## src/rtl/keypad_scanner.sv

```systemverilog
// rtl/keypad_scanner.sv - 4x4 matrix keypad scanner with registered key strobe and held level.
// Optional auto-repeat of the held key is enabled by defining KEYPAD_REPEAT_EN.
module keypad_scanner #(
  parameter int SETTLE_CYCLES  = 16,
  parameter int RELEASE_CYCLES = 256,
  parameter int REPEAT_DELAY   = 25_000_000,
  parameter int REPEAT_PERIOD  = 5_000_000
) (
  input  logic       clk,
  input  logic       reset_n,
  input  logic [3:0] rows,
  output logic [3:0] cols,
  output logic [3:0] key_code,
  output logic       key_valid,
  output logic       key_held
);

  localparam int SW = (SETTLE_CYCLES > 1) ? $clog2(SETTLE_CYCLES) : 1;
  localparam int RW = (RELEASE_CYCLES > 1) ? $clog2(RELEASE_CYCLES) : 1;
  localparam logic [SW-1:0] SETTLE_MAX  = SW'(SETTLE_CYCLES - 1);
  localparam logic [RW-1:0] RELEASE_MAX = RW'(RELEASE_CYCLES - 1);

  typedef enum logic {SCAN, HOLD} state_t;

  state_t        state_q, state_d;
  logic [1:0]    col_idx_q, col_idx_d;
  logic [SW-1:0] settle_q, settle_d;
  logic [RW-1:0] rel_q, rel_d;
  logic [3:0]    cols_q, cols_d;
  logic [3:0]    code_q, code_d;
  logic          valid_q, valid_d;
  logic          held_q, held_d;
  logic          one_low;
  logic [1:0]    row_idx;
  logic          advance;

  // Only a single closed row is a trustworthy key; anything else is a ghost or idle.
  always_comb begin
    one_low = 1'b1;
    row_idx = 2'd0;
    case (rows)
      4'b1110: row_idx = 2'd0;
      4'b1101: row_idx = 2'd1;
      4'b1011: row_idx = 2'd2;
      4'b0111: row_idx = 2'd3;
      default: one_low = 1'b0;
    endcase
  end

`ifdef KEYPAD_REPEAT_EN
  localparam int RPT_MAX = (REPEAT_DELAY > REPEAT_PERIOD) ? REPEAT_DELAY : REPEAT_PERIOD;
  localparam int PW = (RPT_MAX > 1) ? $clog2(RPT_MAX + 1) : 1;

  logic [PW-1:0] rpt_q, rpt_d;
  logic          armed_q, armed_d;
  logic [PW-1:0] rpt_nxt;
  logic [PW-1:0] rpt_thr;

  assign rpt_nxt = rpt_q + 1'b1;
  assign rpt_thr = armed_q ? PW'(REPEAT_PERIOD) : PW'(REPEAT_DELAY);
`endif

  always_comb begin
    state_d   = state_q;
    col_idx_d = col_idx_q;
    settle_d  = settle_q;
    rel_d     = rel_q;
    code_d    = code_q;
    valid_d   = 1'b0;
    held_d    = held_q;
    advance   = 1'b0;
`ifdef KEYPAD_REPEAT_EN
    rpt_d     = rpt_q;
    armed_d   = armed_q;
`endif
    case (state_q)
      SCAN: begin
        if (settle_q == SETTLE_MAX) begin
          if (one_low) begin
            code_d   = {row_idx, col_idx_q};
            valid_d  = 1'b1;
            held_d   = 1'b1;
            settle_d = '0;
            rel_d    = '0;
            state_d  = HOLD;
`ifdef KEYPAD_REPEAT_EN
            rpt_d    = '0;
            armed_d  = 1'b0;
`endif
          end else begin
            advance = 1'b1;
          end
        end else begin
          settle_d = settle_q + 1'b1;
        end
      end
      HOLD: begin
        if (rows == 4'hF) begin
`ifdef KEYPAD_REPEAT_EN
          rpt_d   = '0;
          armed_d = 1'b0;
`endif
          if (rel_q == RELEASE_MAX) begin
            held_d  = 1'b0;
            advance = 1'b1;
            state_d = SCAN;
          end else begin
            rel_d = rel_q + 1'b1;
          end
        end else begin
          rel_d = '0;
`ifdef KEYPAD_REPEAT_EN
          if (rpt_nxt == rpt_thr) begin
            rpt_d   = '0;
            armed_d = 1'b1;
            valid_d = ~valid_q;
          end else begin
            rpt_d = rpt_nxt;
          end
`endif
        end
      end
      default: state_d = SCAN;
    endcase
    if (advance) begin
      col_idx_d = col_idx_q + 2'd1;
      settle_d  = '0;
    end
    cols_d = ~(4'b0001 << col_idx_d);
  end

  always_ff @(posedge clk or negedge reset_n) begin
    if (!reset_n) begin
      state_q   <= SCAN;
      col_idx_q <= 2'd0;
      settle_q  <= '0;
      rel_q     <= '0;
      cols_q    <= 4'b1110;
      code_q    <= 4'd0;
      valid_q   <= 1'b0;
      held_q    <= 1'b0;
    end else begin
      state_q   <= state_d;
      col_idx_q <= col_idx_d;
      settle_q  <= settle_d;
      rel_q     <= rel_d;
      cols_q    <= cols_d;
      code_q    <= code_d;
      valid_q   <= valid_d;
      held_q    <= held_d;
    end
  end

`ifdef KEYPAD_REPEAT_EN
  always_ff @(posedge clk or negedge reset_n) begin
    if (!reset_n) begin
      rpt_q   <= '0;
      armed_q <= 1'b0;
    end else begin
      rpt_q   <= rpt_d;
      armed_q <= armed_d;
    end
  end
`endif

  assign cols      = cols_q;
  assign key_code  = code_q;
  assign key_valid = valid_q;
  assign key_held  = held_q;

endmodule

```

## config.mk

```make
export PLATFORM = sky130hd
export DESIGN_NAME = keypad_scanner
export DESIGN_NICKNAME = d
export VERILOG_FILES = /design/src/rtl/keypad_scanner.sv
export SDC_FILE = /design/constraint.sdc
export NUM_CORES = 1
export LEC_CHECK = 0
export CORE_ASPECT_RATIO = 1.5
export CORE_MARGIN = 8
export CORE_UTILIZATION = 40
export CTS_CLUSTER_SIZE = 20
export DETAILED_ROUTE_END_ITERATION = 16
export PLACE_DENSITY = 0.71
export SYNTH_ARGS = -nofsm -noshare
export SYNTH_HDL_FRONTEND = slang
export SYNTH_SLANG_ARGS = --single-unit
```

## constraint.sdc

```tcl
create_clock -name clk -period 2.6 [get_ports clk]
set_input_delay 0.39 -clock clk [delete_from_list [all_inputs] [get_ports clk]]
set_output_delay 0.39 -clock clk [all_outputs]
set_load 0.03 [all_outputs]
```

==> results of run 1 <==
-- kinds of logic after synthesis --
kind of cell | count (synthesis) | share of synthesized area (%)
adders and majority gates | 2 | 1.90
muxes | 5 | 4.00
AOI/OAI and AO/OA | 34 | 19.1
and+or+nand+nor | 42 | 20.6
xor gates and xnor gates | 4 | 3.24
buffers and inverters | 11 | 3.33
DFF | 25 | 47.9
-- cells in the mapped netlist, types with 3 or more instances --
master,n,area [µm²]
o21ai_0,7,35.0
and2_1,4,25.0
nand3_1,6,30.0
nand2_1,7,26.3
nor2_1,7,26.3
inv_1,9,33.8
mux2i_1,3,30.0
o211ai_1,7,52.6
a21oi_1,7,35.0
dfrtp_1,22,551
dfstp_2,3,78.8
-- final timing paths --
path	startpoint	endpoint
max in group asynchronous	reset_n	cols[3]
min in group clk	key_code[0]	key_code[0]
min	reset_n	col_idx_q[1]
max reg2reg	settle_q[0]	cols[0]
min reg2reg	key_code[0]	key_code[0]
max	rows[2]	rel_q[6]
-- registers in the layout (all words and copies together) (netlist names) --
| register | count |
|---|---|
| key_valid | 1 |
| key_held | 1 |
| rel_q | 8 |
| state_q | 1 |
| settle_q | 4 |
| col_idx_q | 2 |
| cols | 4 |
| key_code | 4 |
-- cell type report --
cell class                      count  share of cell area, %
Multi-Input combinational cell     87                   41.0
Sequential cell                    25                   40.2
Clock inverter                      1                  0.319
Tap cell                           40                   3.19
Inverter                            9                   2.16
Clock buffer                        3                   2.64
Timing Repair Buffer               17                   10.5
-- worst max-delay path: cells and delay by family --
family | cells | cell delay [ns]
AO/OA/AOI/OAI | 1 | 0.12
AND/OR/NAND/NOR | 3 | 0.96
buffers and inverters | 1 | 0.66
-- power by group --
group / total, mW / switching, mW / internal [mW]
registers: 0.602 / 0.102 / 0.500
logic: 0.475 / 0.262 / 0.213
clock network: 0.229 / 0.122 / 0.107
-- metal layers --
metal / vias to the layer above / wire length [µm]
li1: 492 / -
met1: 522 / 1030
met2: 18 / 1390
met3: 4 / 118
met4: 0 / 30
met5: - / 0
==> results_dict.tcl, run 1 <==
set metrics [dict create \
    totalPowerFinal_mw 1.31 \
    whs_ns 0.478 \
    crit_path_max_incr_delay_ns 0.66 \
    place_area_um2 1520 \
    busiest_layer "met2" \
    status "finished, final reports clean" \
    n_fill_cell 292 \
    port_buffers 15 \
    final-seq-area_um2 629 \
    drive_gt1_share_pct 14.8 \
    rr_worst_depth 5 \
    clock_path_buffers 2 \
    cp-end-kind "register" \
    post_drt_wl_per_cell_um 14.1 \
    pre_cts_slack_ns 0.382 \
    vias 1036 \
    clock-sinks 25 \
    syn_nets 131 \
    async_flop_share_pct 100 \
    seq_area_frac_synth_pct 47.9 \
    path_cells "clkdlybuf4s50_1 -> nand4_2 -> or2_1 -> or4_1 -> o211ai_1" \
    synth_cells 123 \
    rows 25 \
    cap_viol_max_count 0 \
    met2_usage_pct 19.4 \
    mostFrequentLayoutCell "dfrtp_1" \
    final_cell_mix "dfrtp_1, clkdlybuf4s50_1, inv_1" \
    synth-edff-count 0 \
    rrSetupSlack_ns 0.71 \
    grt_pass1_wl_um 4760 \
    synth-main-ff-cell "dfrtp_1" \
    root_buffer "clkbuf_8" \
    vias_per_cell 5.69 \
    required_ns 2.78 \
    power.density_nw_per_um2 834 \
    clkTransAtPathRegs_ns 0.09 \
    startpoint_type "primary input" \
    place_hpwl_um 1930 \
    slowest_stage "clkdlybuf4s50_1" \
    cts_tree "yes" \
    grt_usage_pct 10.5 \
    nNetsFinal 151 \
    postLayoutCellArea_um2 1570 \
    utilization_pct 49.6 \
    cts_buffers 3 \
    initial_core_util_pct 41.6 \
    worst_slew_pin_slew_ns 0.559 \
    grt_max_degree 26 \
    clk_latency_ns 0.27 \
    drv_slew 0 \
    hold_path.class "in -> async" \
    ys_warn_count 0 \
    peakVddDrop_mv 0.375 \
    cts_hold_buf 0 \
    syn_avg_cell_area_um2 10.7 \
    placed_cells 178 \
    cts_setup_buffers 0 \
    hold_violations 0 \
    io_pins 16 \
    rsz0062_at_grt "false" \
    syn2layout_area_growth_pct 19.1 \
    worst_slack_ns 0.650 \
    max_freq_ghz 0.513 \
    finClkSkew_ns 0.00763 \
    use_met3_pct 2.58 \
    ys_ff_latch 25 \
    n_antenna_cell 0 \
    fin_crit_ns 1.95 \
    wl_um 2570 \
    finalSetupViolations 0 \
    grt_pass1_vias 1154 \
    arrival_ns 2.13 \
    cts_max_level 1 \
    die_w_um 62.8 \
    maxSlewHeadroom_pct 62.6 \
    fin_crit_sh_pct 75.0 \
    drc 0 \
    die_area_um2 5420 \
    initialDrtViolationCount 16 \
    fin_cells 182 \
    cp_max_fo 8 \
    finalSetupTns_ns 0 \
    postRouteAntennaNets 0 \
    antenna_found_initial 0 \
    core_um2 3160 \
    netlist_area_um2 1320 \
    p_leak_nw 0.636 \
    die_h_um 86.2 \
    critical_path_class "in -> reg" \
    overflow 0 \
    synth_cell_types 42 \
    cts_resized 0 \
    routabilityCongestion 0.797 \
    firstDrtPassIters 4 \
    multiInputGateArea_um2 642 \
    grt_use_met1_pct 10.3 \
]
No activity file was read; power rests on OpenSTA's default activity.
==> run 2, diff against run 1 <==
clock period = 1.9 ns   (was 2.6 ns; I/O delays follow)
==> run 2 against run 1 <==
Core utilization grew 2.5 points. Clock skew shrank 0.0030 ns. Global-route usage up 1.2 points. Via count rose by 3.8%. Largest power group unchanged. Cell count grew 4.9%. Die area unchanged. Setup slack worse by 0.55 ns. Critical path depth is the same. Non-clock buffer count increased by 9.
==> results_dict.tcl, run 2 (synthesis results as in run 1) <==
set metrics [dict create \
    clkTransAtPathRegs_ns 0.08 \
    path_cells "clkdlybuf4s50_1 -> nand4_2 -> or2_1 -> or4_1 -> o211ai_1" \
    mostFrequentLayoutCell "dfrtp_1" \
    startpoint_type "primary input" \
    fin_crit_ns 1.80 \
    worst_slack_ns 0.0978 \
    cts_max_level 1 \
    use_met3_pct 2.32 \
    finClkSkew_ns 0.00467 \
    cap_viol_max_count 0 \
    wl_um 2960 \
    grt_usage_pct 11.7 \
    r2r-start "rel_q[0]" \
    vias_per_cell 5.63 \
    die_h_um 86.2 \
    final_cell_mix "dfrtp_1, clkdlybuf4s50_1, buf_4, inv_1" \
    placed_cells 187 \
    cp_max_fo 5 \
    largest_register "rel_q" \
    routabilityCongestion 0.794 \
    rrSetupSlack_ns 0.14 \
    syn2layout_area_growth_pct 25.2 \
    io_pins 16 \
    power.density_nw_per_um2 1120 \
    cts_hold_buf 0 \
    crit_path_max_incr_delay_ns 0.61 \
    clk_latency_ns 0.26 \
    grt_use_met1_pct 11.2 \
    maxSlewHeadroom_pct 73.5 \
    finalSetupTns_ns 0 \
    peakVddDrop_mv 0.553 \
    slowest_stage "clkdlybuf4s50_1" \
    firstDrtPassIters 4 \
    cts_tree "yes" \
    nNetsFinal 160 \
    drv_slew 0 \
    place_area_um2 1590 \
    n_antenna_cell 0 \
    rsz0062_at_grt "true" \
    drive_gt1_share_pct 19.9 \
    die_area_um2 5420 \
    crit_buf_inv 1 \
    overflow 0 \
    fin_crit_sh_pct 94.9 \
    worst_slew_pin_slew_ns 0.396 \
    timing.rr.end "col_idx_q[0]" \
    initial_core_util_pct 41.6 \
    clock-sinks 25 \
    die_w_um 62.8 \
    rows 25 \
    cts_setup_buffers 0 \
    fin_cells 191 \
    port_buffers 15 \
    pre_cts_slack_ns -0.222 \
    root_buffer "clkbuf_8" \
    arrival_ns 1.98 \
    initialDrtViolationCount 44 \
    required_ns 2.08 \
    critical_path_class "in -> reg" \
    hold_violations 0 \
    cts_buffers 3 \
    rr_worst_depth 6 \
    grt_max_degree 20 \
    hold_path.class "in -> async" \
    met2_usage_pct 23.3 \
    utilization_pct 52.1 \
    postRouteAntennaNets 0 \
    antenna_found_initial 0 \
    busiest_layer "met2" \
    drc 0 \
    largest_reg_flops 8 \
    postLayoutCellArea_um2 1650 \
    max_freq_ghz 0.555 \
    vias 1075 \
    p_leak_nw 0.684 \
    status "finished, final reports clean" \
    cp-end-kind "register" \
    grt_pass1_wl_um 5290 \
    core_um2 3160 \
    clock_path_buffers 2 \
    post_drt_wl_per_cell_um 15.5 \
    cp_top_family "simple AND/OR/NAND/NOR gates" \
    grt_pass1_vias 1210 \
    finalSetupViolations 0 \
    place_hpwl_um 2280 \
]
[run 2: worst max-delay path by stage]
| stage | from | depth (start not counted) | slack [ns] | to |
|---|---|---|---|---|
| detailed placement | rows[2] | 5 | -0.22 | rel_q[4] |
| global placement | rows[2] | 5 | -0.16 | cols[0] |
| global route | settle_q[0] | 5 | -0.001 | cols[0] |
| CTS | rows[2] | 5 | 0.03 | rel_q[4] |
| floorplan | settle_q[0] | 5 | 0.22 | cols[0] |
| finish | rows[3] | 5 | 0.1 | rel_q[6] |
[run 2: layout make-up]
type	instances	area (µm²)
fillers	269	1510
multi-input cells	87	653
flip-flops and latches	25	629
repair buffers	26	235
well taps	40	50.0
clock buffers	4	45.0
inverters	9	33.8
[run 2: metrics by stage]
step / total power [mW] / hold WS (ns)
2_1_floorplan: 1.26 / -0.0106
3_3_place_gp: 1.48 / 0.493
3_5_place_dp: 1.53 / 0.500
4_1_cts: 1.84 / 0.265
5_1_grt: 1.95 / 0.275
6_report: 1.85 / 0.260
[run 2: power by group]
| group | switching [mW] | internal [mW] | total [mW] |
|---|---|---|---|
| sequential | 0.149 | 0.684 | 0.834 |
| clock | 0.161 | 0.150 | 0.311 |
| combinational | 0.376 | 0.325 | 0.701 |
| total | 0.687 | 1.16 | 1.85 |
[run 2: metal layers]
metal / part of all wire [%] / up-vias / wire, µm
li1: - / 507 / -
met5: 0 / - / 0
met2: 57 / 22 / 1680
met4: 0.78 / 0 / 23
met1: 38 / 544 / 1140
met3: 3.8 / 2 / 112
[run 2: repair_timing]
action	4_1_cts	5_1_grt
setup endpoints to repair	0	16
endpoints found under the hold margin	0	0
resized for setup	0	3
==> run 3, diff against run 2 <==
CORE_UTILIZATION = 39   (was 40)
PLACE_DENSITY = 0.69   (was 0.71)
clock period = 2.3 ns   (was 1.9 ns; I/O delays follow)
==> run 3 against run 2 <==
Final area down 4.3%. Global-route usage down 1.4 points. Non-clock buffer count shrank 8. Die area rose by 2.0%. Sequential power fell by 18%. Via count fell by 4.8%. Setup slack improved by 0.24 ns.
==> results_dict.tcl, run 3 (synthesis results as in run 1) <==
set metrics [dict create \
    wl_um 2600 \
    post_drt_wl_per_cell_um 14.0 \
    largest_register "rel_q" \
    syn2layout_area_growth_pct 19.9 \
    rrSetupSlack_ns 0.41 \
    use_met3_pct 2.06 \
    die_w_um 63.4 \
    crit_start "rows[2]" \
    startpoint_type "primary input" \
    maxSlewHeadroom_pct 71.8 \
    largest_reg_flops 8 \
    drive_gt1_share_pct 15.4 \
    cts_max_level 1 \
    crit_path_max_incr_delay_ns 0.67 \
    cts_hold_buf 0 \
    clkTransAtPathRegs_ns 0.08 \
    met2_usage_pct 18.5 \
    worst_slew_pin_slew_ns 0.423 \
    mostFrequentLayoutCell "dfrtp_1" \
    fin_crit_ns 1.96 \
    n_antenna_cell 0 \
    final-seq-area_um2 629 \
    vias_per_cell 5.53 \
    cap_viol_max_count 0 \
    finalSetupTns_ns 0 \
    status "finished, final reports clean" \
    finClkSkew_ns 0.00135 \
    max_freq_ghz 0.510 \
    n_fill_cell 320 \
    die_h_um 87.1 \
    drc 0 \
    power.density_nw_per_um2 938 \
    initialDrtViolationCount 41 \
    path_cells "clkdlybuf4s50_1 -> nand4_2 -> nor4_2 -> buf_4 -> or2_1 -> mux2i_1" \
    p_leak_nw 0.642 \
    routabilityCongestion 0.815 \
    overflow 0 \
    root_buffer "clkbuf_8" \
    nNetsFinal 152 \
    clk_latency_ns 0.27 \
    place_hpwl_um 1960 \
    rows 26 \
    required_ns 2.50 \
    vias 1023 \
    hold_violations 0 \
    r2r-start "settle_q[0]" \
    timing.rr.end "cols[0]" \
    antenna_found_initial 0 \
    crit_buf_inv 2 \
    peakVddDrop_mv 0.578 \
    cts_tree "yes" \
    clock-sinks 25 \
    postRouteAntennaNets 0 \
    grt_pass1_vias 1079 \
    multiInputGateArea_um2 642 \
    hold_path.class "in -> async" \
    io_pins 16 \
    rr_worst_depth 5 \
    grt_pass1_wl_um 4710 \
    port_buffers 15 \
    cts_resized 0 \
    finalSetupViolations 0 \
    grt_use_met1_pct 11.0 \
    initial_core_util_pct 39.6 \
    critical_path_class "in -> reg" \
    grt_usage_pct 10.3 \
    fin_crit_sh_pct 85.2 \
    die_area_um2 5520 \
    cp_top_family "buffers and inverters" \
    rsz0062_at_grt "false" \
    core_um2 3320 \
    drv_slew 0 \
    arrival_ns 2.16 \
    final_cell_mix "dfrtp_1, clkdlybuf4s50_1, inv_1" \
    clock_path_buffers 2 \
    slowest_stage "clkdlybuf4s50_1" \
    firstDrtPassIters 4 \
    cp-end-kind "register" \
    grt_max_degree 26 \
    totalPowerFinal_mw 1.48 \
    busiest_layer "met2" \
    cp_max_fo 8 \
    cts_buffers 3 \
    cts_setup_buffers 0 \
]
run 3: cell type report:
| class | instances | share of cell area (%) |
|---|---|---|
| clock inverters | 1 | 0.317 |
| well taps | 42 | 3.33 |
| clock buffers | 3 | 2.62 |
| multi-input cells | 87 | 40.7 |
| repair buffers | 18 | 11.0 |
| flip-flops and latches | 25 | 39.9 |
| inverters | 9 | 2.14 |
run 3: how the worst max path moves through the flow:
| stage | end | slack [ns] | depth (start not counted) |
|---|---|---|---|
| 2_1_floorplan | cols[0] | 0.62 | 5 |
| 3_3_place_gp | cols[0] | 0.12 | 6 |
| 3_5_place_dp | cols[0] | 0.05 | 6 |
| 4_1_cts | cols[0] | 0.34 | 6 |
| 5_1_grt | cols[0] | 0.22 | 6 |
| 6_report | cols[0] | 0.34 | 6 |
run 3: stage by stage:
step	util, %	area, µm²	worst slack, ns	cells	hold slack (ns)
floorplan	-	1320	0.618	123	0.0494
global placement	46.1	1530	0.124	181	0.490
detailed placement	46.1	1530	0.0538	181	0.507
CTS	47.5	1580	0.344	185	0.435
global route	47.5	1580	0.216	185	0.486
finish	47.5	1580	0.340	185	0.428
run 3: where the power goes:
part	switching (mW)	total, mW	leakage (nW)	internal [mW]
clock	0.137	0.258	0.0255	0.121
sequential	0.115	0.680	0.310	0.565
combinational	0.299	0.541	0.306	0.242
total	0.551	1.48	0.642	0.928
run 3: worst register-to-register path, cell delays in order, from the launching register on:
cell and delay (ns):
dfrtp_1 0.41, ha_1 0.33, nand4b_4 0.19, a2111oi_2 0.49, or2_1 0.20, mux2i_1 0.19
run 3: routing by layer:
| metal | wire length (µm) | part of all wire [%] | vias to the layer above |
|---|---|---|---|
| met4 | 45 | 1.7 | 0 |
| met5 | 0 | 0 | - |
| met3 | 79 | 3.0 | 5 |
| li1 | - | - | 496 |
| met1 | 1130 | 43 | 507 |
| met2 | 1340 | 52 | 15 |
